## src/rtl/bus_arbiter.sv

```systemverilog
// Two-master bus arbiter: an instruction-cache refill port and a data-cache port share a single
// downstream memory channel. One transaction is outstanding at a time; a watchdog aborts a
// granted transaction when mem_ack fails to arrive within TIMEOUT cycles.
//
// Configuration macro:
//   RV5STAGE_ARB_RR_EN  defined   : simultaneous requests are granted round-robin.
//                       undefined : fixed priority, data side always wins.
//
// Ports:
//   clk, rst                 clock, synchronous active-high reset
//   i_valid, i_addr          instruction refill request and line address (16-byte aligned)
//   d_valid, d_we, d_addr,   data-cache request, direction, address,
//   d_wdata, d_wmask         write line and byte enables
//   i_done, d_done           one-cycle completion pulse to the owning requester
//   i_err, d_err             one-cycle timeout-abort pulse to the owning requester
//   rdata                    registered read line, valid with a done pulse
//   mem_req                  downstream request, held until mem_ack or timeout
//   mem_we, mem_addr,        latched downstream command
//   mem_wdata, mem_wmask
//   mem_ack, mem_rdata       downstream completion and read line
module bus_arbiter #(
    parameter int unsigned TIMEOUT = 255
) (
    input  logic         clk,
    input  logic         rst,
    input  logic         i_valid,
    input  logic [31:0]  i_addr,
    input  logic         d_valid,
    input  logic         d_we,
    input  logic [31:0]  d_addr,
    input  logic [127:0] d_wdata,
    input  logic [15:0]  d_wmask,
    output logic         i_done,
    output logic         d_done,
    output logic         i_err,
    output logic         d_err,
    output logic [127:0] rdata,
    output logic         mem_req,
    output logic         mem_we,
    output logic [31:0]  mem_addr,
    output logic [127:0] mem_wdata,
    output logic [15:0]  mem_wmask,
    input  logic         mem_ack,
    input  logic [127:0] mem_rdata
);

    localparam logic [7:0] TimeoutVal = TIMEOUT[7:0];

    typedef enum logic [1:0] {StIdle, StBusyI, StBusyD, StResp} state_e;

    state_e         state_q, state_d;
    logic [7:0]     wd_q, wd_d;
    logic [7:0]     wd_inc;
    logic           grant_d;
    logic           mem_req_q, mem_req_d;
    logic           mem_we_q, mem_we_d;
    logic [31:0]    mem_addr_q, mem_addr_d;
    logic [127:0]   mem_wdata_q, mem_wdata_d;
    logic [15:0]    mem_wmask_q, mem_wmask_d;
    logic [127:0]   rdata_q, rdata_d;
    logic           i_done_q, i_done_d;
    logic           d_done_q, d_done_d;
    logic           i_err_q, i_err_d;
    logic           d_err_q, d_err_d;

    // Line offset bits of the refill address are discarded by design.
    logic unused_i_addr_lsbs;
    assign unused_i_addr_lsbs = ^i_addr[3:0];

    assign wd_inc = wd_q + 8'd1;

`ifdef RV5STAGE_ARB_RR_EN
    // Set when the data side received the most recent grant.
    logic last_d_q;

    assign grant_d = d_valid && (!i_valid || !last_d_q);

    always_ff @(posedge clk) begin
        if (rst) begin
            last_d_q <= 1'b0;
        end else if (state_q == StIdle && (i_valid || d_valid)) begin
            last_d_q <= grant_d;
        end
    end
`else
    assign grant_d = d_valid;
`endif

    always_comb begin
        state_d     = state_q;
        wd_d        = wd_q;
        mem_req_d   = mem_req_q;
        mem_we_d    = mem_we_q;
        mem_addr_d  = mem_addr_q;
        mem_wdata_d = mem_wdata_q;
        mem_wmask_d = mem_wmask_q;
        rdata_d     = rdata_q;
        i_done_d    = 1'b0;
        d_done_d    = 1'b0;
        i_err_d     = 1'b0;
        d_err_d     = 1'b0;

        unique case (state_q)
            StIdle: begin
                if (i_valid || d_valid) begin
                    wd_d      = '0;
                    mem_req_d = 1'b1;
                    if (grant_d) begin
                        mem_we_d    = d_we;
                        mem_addr_d  = d_addr;
                        mem_wdata_d = d_wdata;
                        mem_wmask_d = d_wmask;
                        state_d     = StBusyD;
                    end else begin
                        mem_we_d    = 1'b0;
                        mem_addr_d  = {i_addr[31:4], 4'b0000};
                        mem_wdata_d = '0;
                        mem_wmask_d = '0;
                        state_d     = StBusyI;
                    end
                end
            end
            StBusyI, StBusyD: begin
                // An ack in the cycle the watchdog expires still completes normally.
                if (mem_ack) begin
                    rdata_d   = mem_we_q ? '0 : mem_rdata;
                    mem_req_d = 1'b0;
                    state_d   = StResp;
                    if (state_q == StBusyD) begin
                        d_done_d = 1'b1;
                    end else begin
                        i_done_d = 1'b1;
                    end
                end else if (wd_inc == TimeoutVal) begin
                    wd_d      = wd_inc;
                    mem_req_d = 1'b0;
                    state_d   = StResp;
                    if (state_q == StBusyD) begin
                        d_err_d = 1'b1;
                    end else begin
                        i_err_d = 1'b1;
                    end
                end else begin
                    wd_d = wd_inc;
                end
            end
            StResp: begin
                state_d = StIdle;
            end
        endcase
    end

    always_ff @(posedge clk) begin
        if (rst) begin
            state_q     <= StIdle;
            wd_q        <= '0;
            mem_req_q   <= 1'b0;
            mem_we_q    <= 1'b0;
            mem_addr_q  <= '0;
            mem_wdata_q <= '0;
            mem_wmask_q <= '0;
            rdata_q     <= '0;
            i_done_q    <= 1'b0;
            d_done_q    <= 1'b0;
            i_err_q     <= 1'b0;
            d_err_q     <= 1'b0;
        end else begin
            state_q     <= state_d;
            wd_q        <= wd_d;
            mem_req_q   <= mem_req_d;
            mem_we_q    <= mem_we_d;
            mem_addr_q  <= mem_addr_d;
            mem_wdata_q <= mem_wdata_d;
            mem_wmask_q <= mem_wmask_d;
            rdata_q     <= rdata_d;
            i_done_q    <= i_done_d;
            d_done_q    <= d_done_d;
            i_err_q     <= i_err_d;
            d_err_q     <= d_err_d;
        end
    end

    assign i_done    = i_done_q;
    assign d_done    = d_done_q;
    assign i_err     = i_err_q;
    assign d_err     = d_err_q;
    assign rdata     = rdata_q;
    assign mem_req   = mem_req_q;
    assign mem_we    = mem_we_q;
    assign mem_addr  = mem_addr_q;
    assign mem_wdata = mem_wdata_q;
    assign mem_wmask = mem_wmask_q;

endmodule

```

## config.mk

```make
export PLATFORM = sky130hd
export DESIGN_NAME = bus_arbiter
export DESIGN_NICKNAME = d
export VERILOG_FILES = /design/src/rtl/bus_arbiter.sv
export SDC_FILE = /design/constraint.sdc
export NUM_CORES = 1
export LEC_CHECK = 0
export CAP_MARGIN = 20
export CORE_AREA = 2 2 252 254
export CTS_CLUSTER_DIAMETER = 60
export CTS_CLUSTER_SIZE = 24
export DETAILED_ROUTE_END_ITERATION = 7
export DIE_AREA = 0 0 254 256
export GPL_TIMING_DRIVEN = 0
export PLACE_DENSITY = 0.52
export SLEW_MARGIN = 30
export SYNTH_ARGS = -nofsm -noshare
export SYNTH_HDL_FRONTEND = slang
export SYNTH_SLANG_ARGS = --single-unit
export TNS_END_PERCENT = 10
```

## constraint.sdc

```tcl
create_clock -name clk -period 2.8 [get_ports clk]
set_input_delay 0.56 -clock clk [delete_from_list [all_inputs] [get_ports clk]]
set_output_delay 0.56 -clock clk [all_outputs]
set_load 0.01 [all_outputs]
```

==> results of run 1 <==
[layout by cell type, fill, tap and decap left out, types with 2 or more instances in the layout]
cell               n
clkdlybuf4s50_1  645
dfxtp_1          320
nor2_1           185
a22oi_1          149
a22o_1           128
clkbuf_1          61
clkbuf_16         31
mux2i_1           29
a211oi_1          28
buf_2             26
a21oi_1           15
clkbuf_2           7
nand2_1            7
o21ai_0            7
clkinv_2           7
inv_1              6
nor3_1             6
ha_1               5
buf_1              4
nand3_1            4
or3_1              4
bufinv_16          3
inv_8              3
inv_6              3
nand2b_1           2
nor2b_1            2
and3_1             2
clkinv_4           2
clkinv_8           2
[cells by family (layout without fill, tap and decap cells)]
logic type / count (synthesis) / after routing / synth area share
AO/OA/AOI/OAI: 340 / 340 / 0.249
flip-flops: 320 / 320 / 0.593
AND/OR/NAND/NOR: 225 / 225 / 0.0869
buffers and inverters: 102 / 801 / 0.0387
multiplexers: 29 / 29 / 0.0269
adder cells (fa/ha/maj): 5 / 5 / 0.00579
other: 0 / 1 / 0
[sequential cells by signal, indices dropped and copies added (netlist names)]
register,cells
d_done,1
d_err,1
i_done,1
i_err,1
mem_addr,32
mem_req,1
mem_wdata,128
mem_we,1
mem_wmask,16
rdata,128
state_q,2
wd_q,8
[power by group]
part | total, mW | internal (mW) | switching, mW
logic | 5.53 | 2.86 | 2.67
registers | 6.04 | 5.50 | 0.535
clock network | 4.31 | 2.37 | 1.94
total | 15.9 | 10.7 | 5.14
[critical path: cells and delay by family]
family | cells | cell delay (ns)
simple gates | 1 | 0.11
buf+inv | 3 | 1.65
compound gates | 2 | 0.60
[cell type report]
class	count	area, um2
timing repair buffer	645	6460
buffer	96	402
multi-input combinational	599	3990
clock buffer	34	797
tap	846	1060
clock inverter	20	235
antenna	1	2.50
inverter	6	22.5
sequential	320	6410
fill	6508	43000
[stage by stage]
stage,std cells,setup TNS [ns],cell area [um2]
4_1_cts,2566,0,19400
5_1_grt,2566,0,19400
3_3_place_gp,2512,-92.54,18300
3_5_place_dp,2512,-82.14,18300
2_1_floorplan,1021,0,10800
6_report,2567,0,19400
[routing by layer]
metal	global-route usage	vias up
li1	-	5113
met2	0.244	421
met3	0.0399	54
met5	0	-
met4	0.0338	4
met1	0.140	4938
[final timing paths]
check	endpoint	from	depth (start not counted)	slack [ns]
min	rdata[88]$_SDFFE_PP0P_	rdata[88]$_SDFFE_PP0P_	1	0.48
max	mem_wdata[114]$_SDFFE_PP0P_	i_valid	6	0.38
min reg2reg	rdata[88]$_SDFFE_PP0P_	rdata[88]$_SDFFE_PP0P_	1	0.48
max reg2reg	rdata[119]$_SDFFE_PP0P_	state_q[1]$_SDFFE_PP0P_	8	0.38
==> flow_metrics.env, run 1 <==
export IMPL_cts_tree="built"
export IMPL_hold_violations=0
export IMPL_grt_ovfl_total=0
export IMPL_slowest_stage="clkbuf_1"
export IMPL_io_buffer_count=645
export IMPL_worstSetupPathType="primary input to register"
export IMPL_cts_path_max_buffers=3
export IMPL_grt_pass1_vias=11000
export IMPL_synthCells=1021
export IMPL_skew_ns=0.0330
export IMPL_vias=10500
export IMPL_cts_made_buffers=30
export IMPL_ys_flop_type="dfxtp_1"
export IMPL_async_flop_share=0
export IMPL_synthTopCellsByArea="dfxtp_1, a22o_1, a22oi_1"
export IMPL_fin_util=0.310
export IMPL_start_util=0.173
export IMPL_power_leakage_nw=7.16
export IMPL_die_h_um=256
export IMPL_pre_cts_ws_ns=-0.521
export IMPL_post_dp_hpwl_um=35300
export IMPL_grt_max_degree=20
export IMPL_max_slew_margin=0.396
export IMPL_cp_arrival_ns=2.94
export IMPL_synthTopCellsByCount="dfxtp_1, nor2_1, a22oi_1, a22o_1, clkbuf_1"
export IMPL_die_area_mm2=0.0650
export IMPL_grt_pass1_wl_um=66300
export IMPL_path_max_fanout=10
export IMPL_die_width_um=254
export IMPL_synth_avg_cell_area_um2=10.6
export IMPL_cts_root_buffer="clkbuf_16"
export IMPL_drtPass1Iterations=4
export IMPL_clk_insertion_delay_late_ns=0.60
export IMPL_yosysMostFrequentCell="dfxtp_1"
export IMPL_hold_class="register to register"
export IMPL_ys_ff_latch=320
export IMPL_finalCritPeriodShare=0.866
export IMPL_core_mm2=0.0624
export IMPL_min_period_ns=2.42
export IMPL_rsz0062_at_grt="no"
export IMPL_setup_violations=0
export IMPL_postCtsHoldBufs=0
export IMPL_maxSlewViolCount=0
export IMPL_wl_met1_um=17400
export IMPL_critPathRequiredTime_ns=3.31
export IMPL_drive_gt1_frac=0.0552
export IMPL_finalWirelength_um=45200
export IMPL_status="finished clean"
export IMPL_antenna_found_initial=2
export IMPL_hold_slack_ns=0.480
export IMPL_crit_path_end_kind="register"
export IMPL_ctsResizeCount=4
export IMPL_max_stage_delay_ns=0.71
export IMPL_fin_nets=2045
export IMPL_cpMostUsedCell="clkbuf_1"
export IMPL_io_pins=652
export IMPL_clkSlewWorstSetupHoldPaths_ns=0.07
export IMPL_cts_sinks=320
export IMPL_cts_setup_buffers=0
export IMPL_syn_area_mm2=0.0108
export IMPL_fmax_mhz=412
export IMPL_synth_top_area_frac=0.593
export IMPL_met2_length_um=22900
export IMPL_yosys_cell_types_count=45
export IMPL_total_power_mw=15.9
export IMPL_fp_row_count=92
export IMPL_cap_violations=0
export IMPL_gp_congestion=0.785
export IMPL_setup_ws_ns=0.375
export IMPL_synth_largest_area_cell="dfxtp_1"
export IMPL_grt_use_total=0.130
export IMPL_htreeDepth=1
export IMPL_topRoutingLayerUsed="met5"
export IMPL_area_growth_pct=79.3
export IMPL_start_kind="primary input"
export IMPL_synth_nets=1368
export IMPL_route_met3_wl_um=3870
export IMPL_yosysWarnings=0
export IMPL_post_drt_wl_per_cell_um=17.6
export IMPL_drc=0
export IMPL_tightestPinTransition_ns=0.906
export IMPL_ant_nets=0
export IMPL_via_per_inst=4.10
export IMPL_irDropWorstVdd_mv=0.427
export IMPL_synth_seq_area_share=0.593
export IMPL_initialDrtViolationCount=473
export IMPL_powerDensity_mw_per_mm2=820
export IMPL_synth_edff_count=0
export IMPL_path_cells="clkdlybuf4s50_1 -> o21ai_2 -> clkbuf_1 -> clkbuf_1 -> a22oi_1 -> nor2_1"
Note: power is estimated with default switching activity, not from simulation.
==> run 2, diff against run 1 <==
GPL_TIMING_DRIVEN = default   (was 0)
==> run 2 against run 1 <==
  * Die area did not move
  * Register-to-register slack improved by 0.26 ns
  * Sequential share of layout area fell by 0.15 points
  * Global-route usage fell by 1.0 points
  * Highest routed layer unchanged
==> flow_metrics.env, run 2 (synthesis gave the netlist of run 1 again) <==
export IMPL_status="finished clean"
export IMPL_wl_met1_um=16400
export IMPL_io_pins=652
export IMPL_cts_path_max_buffers=3
export IMPL_comb_power_share=0.344
export IMPL_cts_tree="built"
export IMPL_setup_violations=0
export IMPL_final_cells=2509
export IMPL_grt_max_degree=69
export IMPL_cts_sinks=320
export IMPL_start_kind="register"
export IMPL_pwr_share_seq=0.375
export IMPL_grt_use_total=0.120
export IMPL_initialDrtViolationCount=705
export IMPL_die_area_mm2=0.0650
export IMPL_start_util=0.173
export IMPL_clk_insertion_delay_late_ns=0.58
export IMPL_powerDensity_mw_per_mm2=828
export IMPL_die_width_um=254
export IMPL_power_share_clock=0.281
export IMPL_area_growth_pct=80.1
export IMPL_fin_area_mm2=0.0195
export IMPL_via_per_inst=4.08
export IMPL_place_area_mm2=0.0183
export IMPL_drc=0
export IMPL_dp_cells=2451
export IMPL_post_drt_wl_per_cell_um=16.7
export IMPL_route_met3_wl_um=3620
export IMPL_pre_cts_ws_ns=0.358
export IMPL_drtPass1Iterations=5
export IMPL_clkSlewWorstSetupHoldPaths_ns=0.07
export IMPL_grt_pass1_wl_um=62100
export IMPL_topRoutingLayerUsed="met5"
export IMPL_setup_ws_ns=0.638
export IMPL_min_period_ns=2.16
export IMPL_final_setup_tns_ns=0
export IMPL_crit_path_end_kind="register"
export IMPL_drive_gt1_frac=0.0626
export IMPL_ctsResizeCount=0
export IMPL_post_dp_hpwl_um=30900
export IMPL_critPathRequiredTime_ns=3.31
export IMPL_vias=10200
export IMPL_ant_nets=0
export IMPL_finalCritPeriodShare=0.772
export IMPL_grt_pass1_vias=10300
export IMPL_antenna_found_initial=4
export IMPL_worstSetupPathType="register to register"
export IMPL_die_h_um=256
export IMPL_finalWirelength_um=41800
export IMPL_maxSlewViolCount=0
export IMPL_fin_nets=1985
export IMPL_core_mm2=0.0624
export IMPL_cts_setup_buffers=0
export IMPL_hold_class="primary input to register"
export IMPL_met2_length_um=21000
export IMPL_grt_ovfl_total=0
export IMPL_cts_root_buffer="clkbuf_16"
export IMPL_htreeDepth=1
export IMPL_postCtsHoldBufs=0
export IMPL_intPower_mw=10.9
export IMPL_cp_arrival_ns=2.67
export IMPL_fp_row_count=92
export IMPL_switching_share=0.321
export IMPL_layout_commonest_cell="clkdlybuf4s50_1"
export IMPL_io_buffer_count=647
export IMPL_fillCellCount=6507
export IMPL_fmax_mhz=463
export IMPL_netSwitchingPower_mw=5.18
export IMPL_skew_ns=0.0145
export IMPL_path_max_fanout=10
export IMPL_gp_congestion=0.796
export IMPL_multi_input_area_mm2=0.00401
export IMPL_power_leakage_nw=7.16
export IMPL_cap_violations=0
export IMPL_irDropWorstVdd_mv=0.400
export IMPL_cts_made_buffers=31
export IMPL_rsz0062_at_grt="no"
export IMPL_ff_latch_area_mm2=0.00641
export IMPL_mostFrequentLayoutCells="clkdlybuf4s50_1, dfxtp_1, nor2_1, a22oi_1, a22o_1"
export IMPL_tightestPinTransition_ns=0.659
export IMPL_max_slew_margin=0.558
export IMPL_hold_violations=0
[run 2: cell types whose count changed in the layout (fill, tap and decap cells not counted), moves of 2 or more]
cell,delta
inv_8,+2
buf_4,+23
inv_6,+2
clkbuf_1,-60
clkbuf_2,-7
clkinvlp_4,+4
clkinv_2,-7
buf_2,-25
buf_1,-4
buf_12,+10
[run 2: per-stage QoR]
stage	hold WS, ns	util	total power [mW]
after floorplan	0.476	-	8.45
after global placement	0.460	0.294	11.7
after detailed placement	0.463	0.294	11.7
after CTS	0.319	0.312	16.4
after global routing	0.339	0.312	17.0
final	0.348	0.312	16.1
[run 2: power by group through the flow]
stage,Combinational (mW),Clock (mW),Sequential (mW)
6_report,5.55,4.53,6.04
5_1_grt,5.97,4.86,6.16
3_5_place_dp,5.61,0,6.11
2_1_floorplan,1.96,0,6.50
3_3_place_gp,5.59,0,6.10
4_1_cts,5.63,4.70,6.04
[run 2: final timing paths]
check / slack (ns) / to / start / cells after the start
worst max-delay path: 0.64 / wd_q[3]$_SDFFE_PP0P_ / state_q[1]$_SDFFE_PP0P_ / 6
worst min register to register: 0.48 / rdata[110]$_SDFFE_PP0P_ / rdata[110]$_SDFFE_PP0P_ / 1
worst min-delay path: 0.35 / wd_q[1]$_SDFFE_PP0P_ / rst / 2
worst max register to register: 0.64 / wd_q[3]$_SDFFE_PP0P_ / state_q[1]$_SDFFE_PP0P_ / 6
[run 2: layer usage]
layer  vias up  global-route usage
li1       4971                   -
met3        59              0.0371
met1      4785               0.135
met4         6              0.0294
met5         -                   0
met2       416               0.218
[run 2: critical path, cell delays in order (launching register included)]
cell and delay (ns):
dfxtp_1 0.36, inv_1 0.07, ha_1 0.46, and2b_1 0.24, nand2_1 0.22, or4_2 0.59
a21oi_1 0.16
[run 2: cell type report]
type | count | area share
clock buffers | 34 | 0.0415
repair buffers | 680 | 0.352
clock inverters | 23 | 0.0156
inverters | 6 | 0.00116
multi-input cells | 599 | 0.206
flip-flops and latches | 320 | 0.329
well taps | 846 | 0.0544
diodes | 1 | 0.000129
==> run 3, diff against run 2 <==
CORE_AREA = 2 2 250 252   (was 2 2 252 254)
DIE_AREA = 0 0 252 254   (was 0 0 254 256)
PLACE_DENSITY = 0.54   (was 0.52)
clock period = 1.9 ns   (was 2.8 ns; I/O delays follow)
==> run 3 against run 2 <==
  * Total power grew 46%
  * Clock power grew 50%
  * Non-clock buffer count grew 22
  * First-iteration DRC count shrank 21%
  * Utilization grew 0.92 points
  * Final cell count shrank 1.3%
  * Critical path depth shrank 5
  * Highest routed layer unchanged
==> flow_metrics.env, run 3 (synthesis gave the netlist of run 1 again) <==
export IMPL_pre_cts_ws_ns=-0.233
export IMPL_gp_congestion=0.799
export IMPL_start_kind="register"
export IMPL_fmax_mhz=539
export IMPL_fillCellCount=6341
export IMPL_initialDrtViolationCount=555
export IMPL_crit_end="mem_wdata[3]"
export IMPL_r2r_slack_ns=0.12
export IMPL_path_cells="clkdlybuf4s50_1"
export IMPL_cts_sinks=320
export IMPL_r2r_end="wd_q[3]$_SDFFE_PP0P_"
export IMPL_finalCritPeriodShare=0.976
export IMPL_slowest_stage="clkdlybuf4s50_1"
export IMPL_io_pins=652
export IMPL_cp_arrival_ns=1.48
export IMPL_die_width_um=252
export IMPL_die_h_um=254
export IMPL_cpLargestDelayFamily="buffers and inverters"
export IMPL_cp_depth=1
export IMPL_postCtsHoldBufs=0
export IMPL_max_stage_delay_ns=0.56
export IMPL_skew_ns=0.0186
export IMPL_hold_violations=0
export IMPL_min_period_ns=1.86
export IMPL_clkSlewWorstSetupHoldPaths_ns=0.08
export IMPL_max_slew_margin=0.638
export IMPL_area_growth_pct=82.0
export IMPL_grt_pass1_vias=10400
export IMPL_via_per_inst=4.21
export IMPL_vias=10400
export IMPL_grt_use_total=0.126
export IMPL_cts_setup_buffers=0
export IMPL_die_area_mm2=0.0640
export IMPL_path_max_fanout=2
export IMPL_place_area_mm2=0.0185
export IMPL_power_leakage_nw=9.47
export IMPL_powerDensity_mw_per_mm2=1200
export IMPL_rr_worst_depth=8
export IMPL_setup_ws_ns=0.0447
export IMPL_cts_tree="built"
export IMPL_maxSlewViolCount=0
export IMPL_grt_pass1_wl_um=62800
export IMPL_fp_row_count=91
export IMPL_cts_path_max_buffers=3
export IMPL_top_usage_layer="met2"
export IMPL_fin_nets=2007
export IMPL_io_buffer_count=647
export IMPL_drtPass1Iterations=5
export IMPL_fin_util=0.321
export IMPL_post_dp_hpwl_um=33300
export IMPL_hold_class="primary input to register"
export IMPL_cts_root_buffer="clkbuf_16"
export IMPL_ant_nets=0
export IMPL_tightestPinTransition_ns=0.543
export IMPL_critPathRequiredTime_ns=1.52
export IMPL_start_util=0.176
export IMPL_cts_made_buffers=31
export IMPL_crit_path_end_kind="primary output"
export IMPL_clk_insertion_delay_late_ns=0.60
export IMPL_multi_input_area_mm2=0.00404
export IMPL_worstReg2RegStart="state_q[1]$_SDFFE_PP0P_"
export IMPL_irDropWorstVdd_mv=0.647
export IMPL_grt_ovfl_total=0
export IMPL_drc=0
export IMPL_drive_gt1_frac=0.0795
export IMPL_antenna_found_initial=6
export IMPL_finalWirelength_um=44000
export IMPL_mostFrequentLayoutCells="clkdlybuf4s50_1, dfxtp_1, dlygate4sd2_1, nor2_1, a22oi_1"
export IMPL_status="finished clean"
export IMPL_critPathBufInv=1
export IMPL_layout_commonest_cell="clkdlybuf4s50_1"
export IMPL_fin_area_mm2=0.0197
export IMPL_cap_violations=0
export IMPL_worstSetupPathType="register to primary output"
export IMPL_post_drt_wl_per_cell_um=17.8
export IMPL_grt_max_degree=114
export IMPL_met2_usage=0.221
export IMPL_core_mm2=0.0613
export IMPL_ff_latch_area_mm2=0.00641
export IMPL_setup_violations=0
export IMPL_grt_util_met1=0.146
export IMPL_crit_start="mem_wdata[3]$_SDFFE_PP0P_"
export IMPL_met3_usage=0.0388
export IMPL_htreeDepth=1
## run 3: cell types whose count changed in the layout (fill, tap and decap cells not counted), moves of 2 or more
cell | before | now
clkinv_8 | 3 | 5
buf_4 | 23 | 38
clkdlybuf4s50_1 | 645 | 369
buf_12 | 10 | 16
clkinvlp_4 | 4 | 1
clkinv_2 | 0 | 3
dlymetal6s2s_1 | 0 | 78
dfxtp_2 | 0 | 2
ha_1 | 5 | 3
inv_8 | 5 | 1
dlygate4sd2_1 | 0 | 198
dfxtp_1 | 320 | 318
## run 3: power by group
part           leakage (nW)  total (mW)  switching (mW)  internal (mW)
clock network         0.553        6.79            3.06           3.73
registers              2.62        8.86           0.748           8.11
logic                  6.30        7.94            3.94           4.00
## run 3: final cells by class
cell class | count | share of cell area
multi-input cells | 599 | 0.206
diodes | 2 | 0.000255
clock inverters | 24 | 0.0174
repair buffers | 702 | 0.359
flip-flops and latches | 320 | 0.326
clock buffers | 34 | 0.0405
well taps | 790 | 0.0503
inverters | 6 | 0.00115
## run 3: through the flow
stage / hold WS, ns / std cells / power [mW] / TNS, ns
after floorplan: 0.476 / 1021 / 12.5 / 0
after global placement: 0.461 / 2417 / 17.6 / -15.12
after detailed placement: 0.462 / 2417 / 17.7 / -18.60
after CTS: 0.0822 / 2475 / 24.0 / 0
after global routing: 0.0799 / 2475 / 24.9 / -0.0100
final: 0.119 / 2477 / 23.6 / 0
## run 3: metal layers
metal  routed length, um  vias up  part of all wire
li1                    -     5033                 -
met1               17600     4881              0.40
met2               21700      430              0.49
met3                3620       72             0.082
met4                1080        8             0.025
met5                  53        -            0.0012
## run 3: what timing repair did
item                                    in CTS  in global routing
endpoints found under the setup margin     311                105
pin swaps                                    0                  0
resized for setup                          203                 84
hold endpoints to repair                     0                  0
## run 3: worst min-delay path by stage
stage / depth (start not counted) / slack, ns / start / to
3_3_place_gp: 1 / 0.46 / rdata[5]$_SDFFE_PP0P_ / rdata[5]$_SDFFE_PP0P_
6_report: 2 / 0.12 / rst / mem_wdata[9]$_SDFFE_PP0P_
4_1_cts: 2 / 0.08 / rst / mem_wdata[7]$_SDFFE_PP0P_
5_1_grt: 2 / 0.08 / rst / mem_wdata[7]$_SDFFE_PP0P_
2_1_floorplan: 2 / 0.48 / wd_q[7]$_SDFFE_PP0P_ / wd_q[7]$_SDFFE_PP0P_
3_5_place_dp: 1 / 0.46 / rdata[45]$_SDFFE_PP0P_ / rdata[45]$_SDFFE_PP0P_
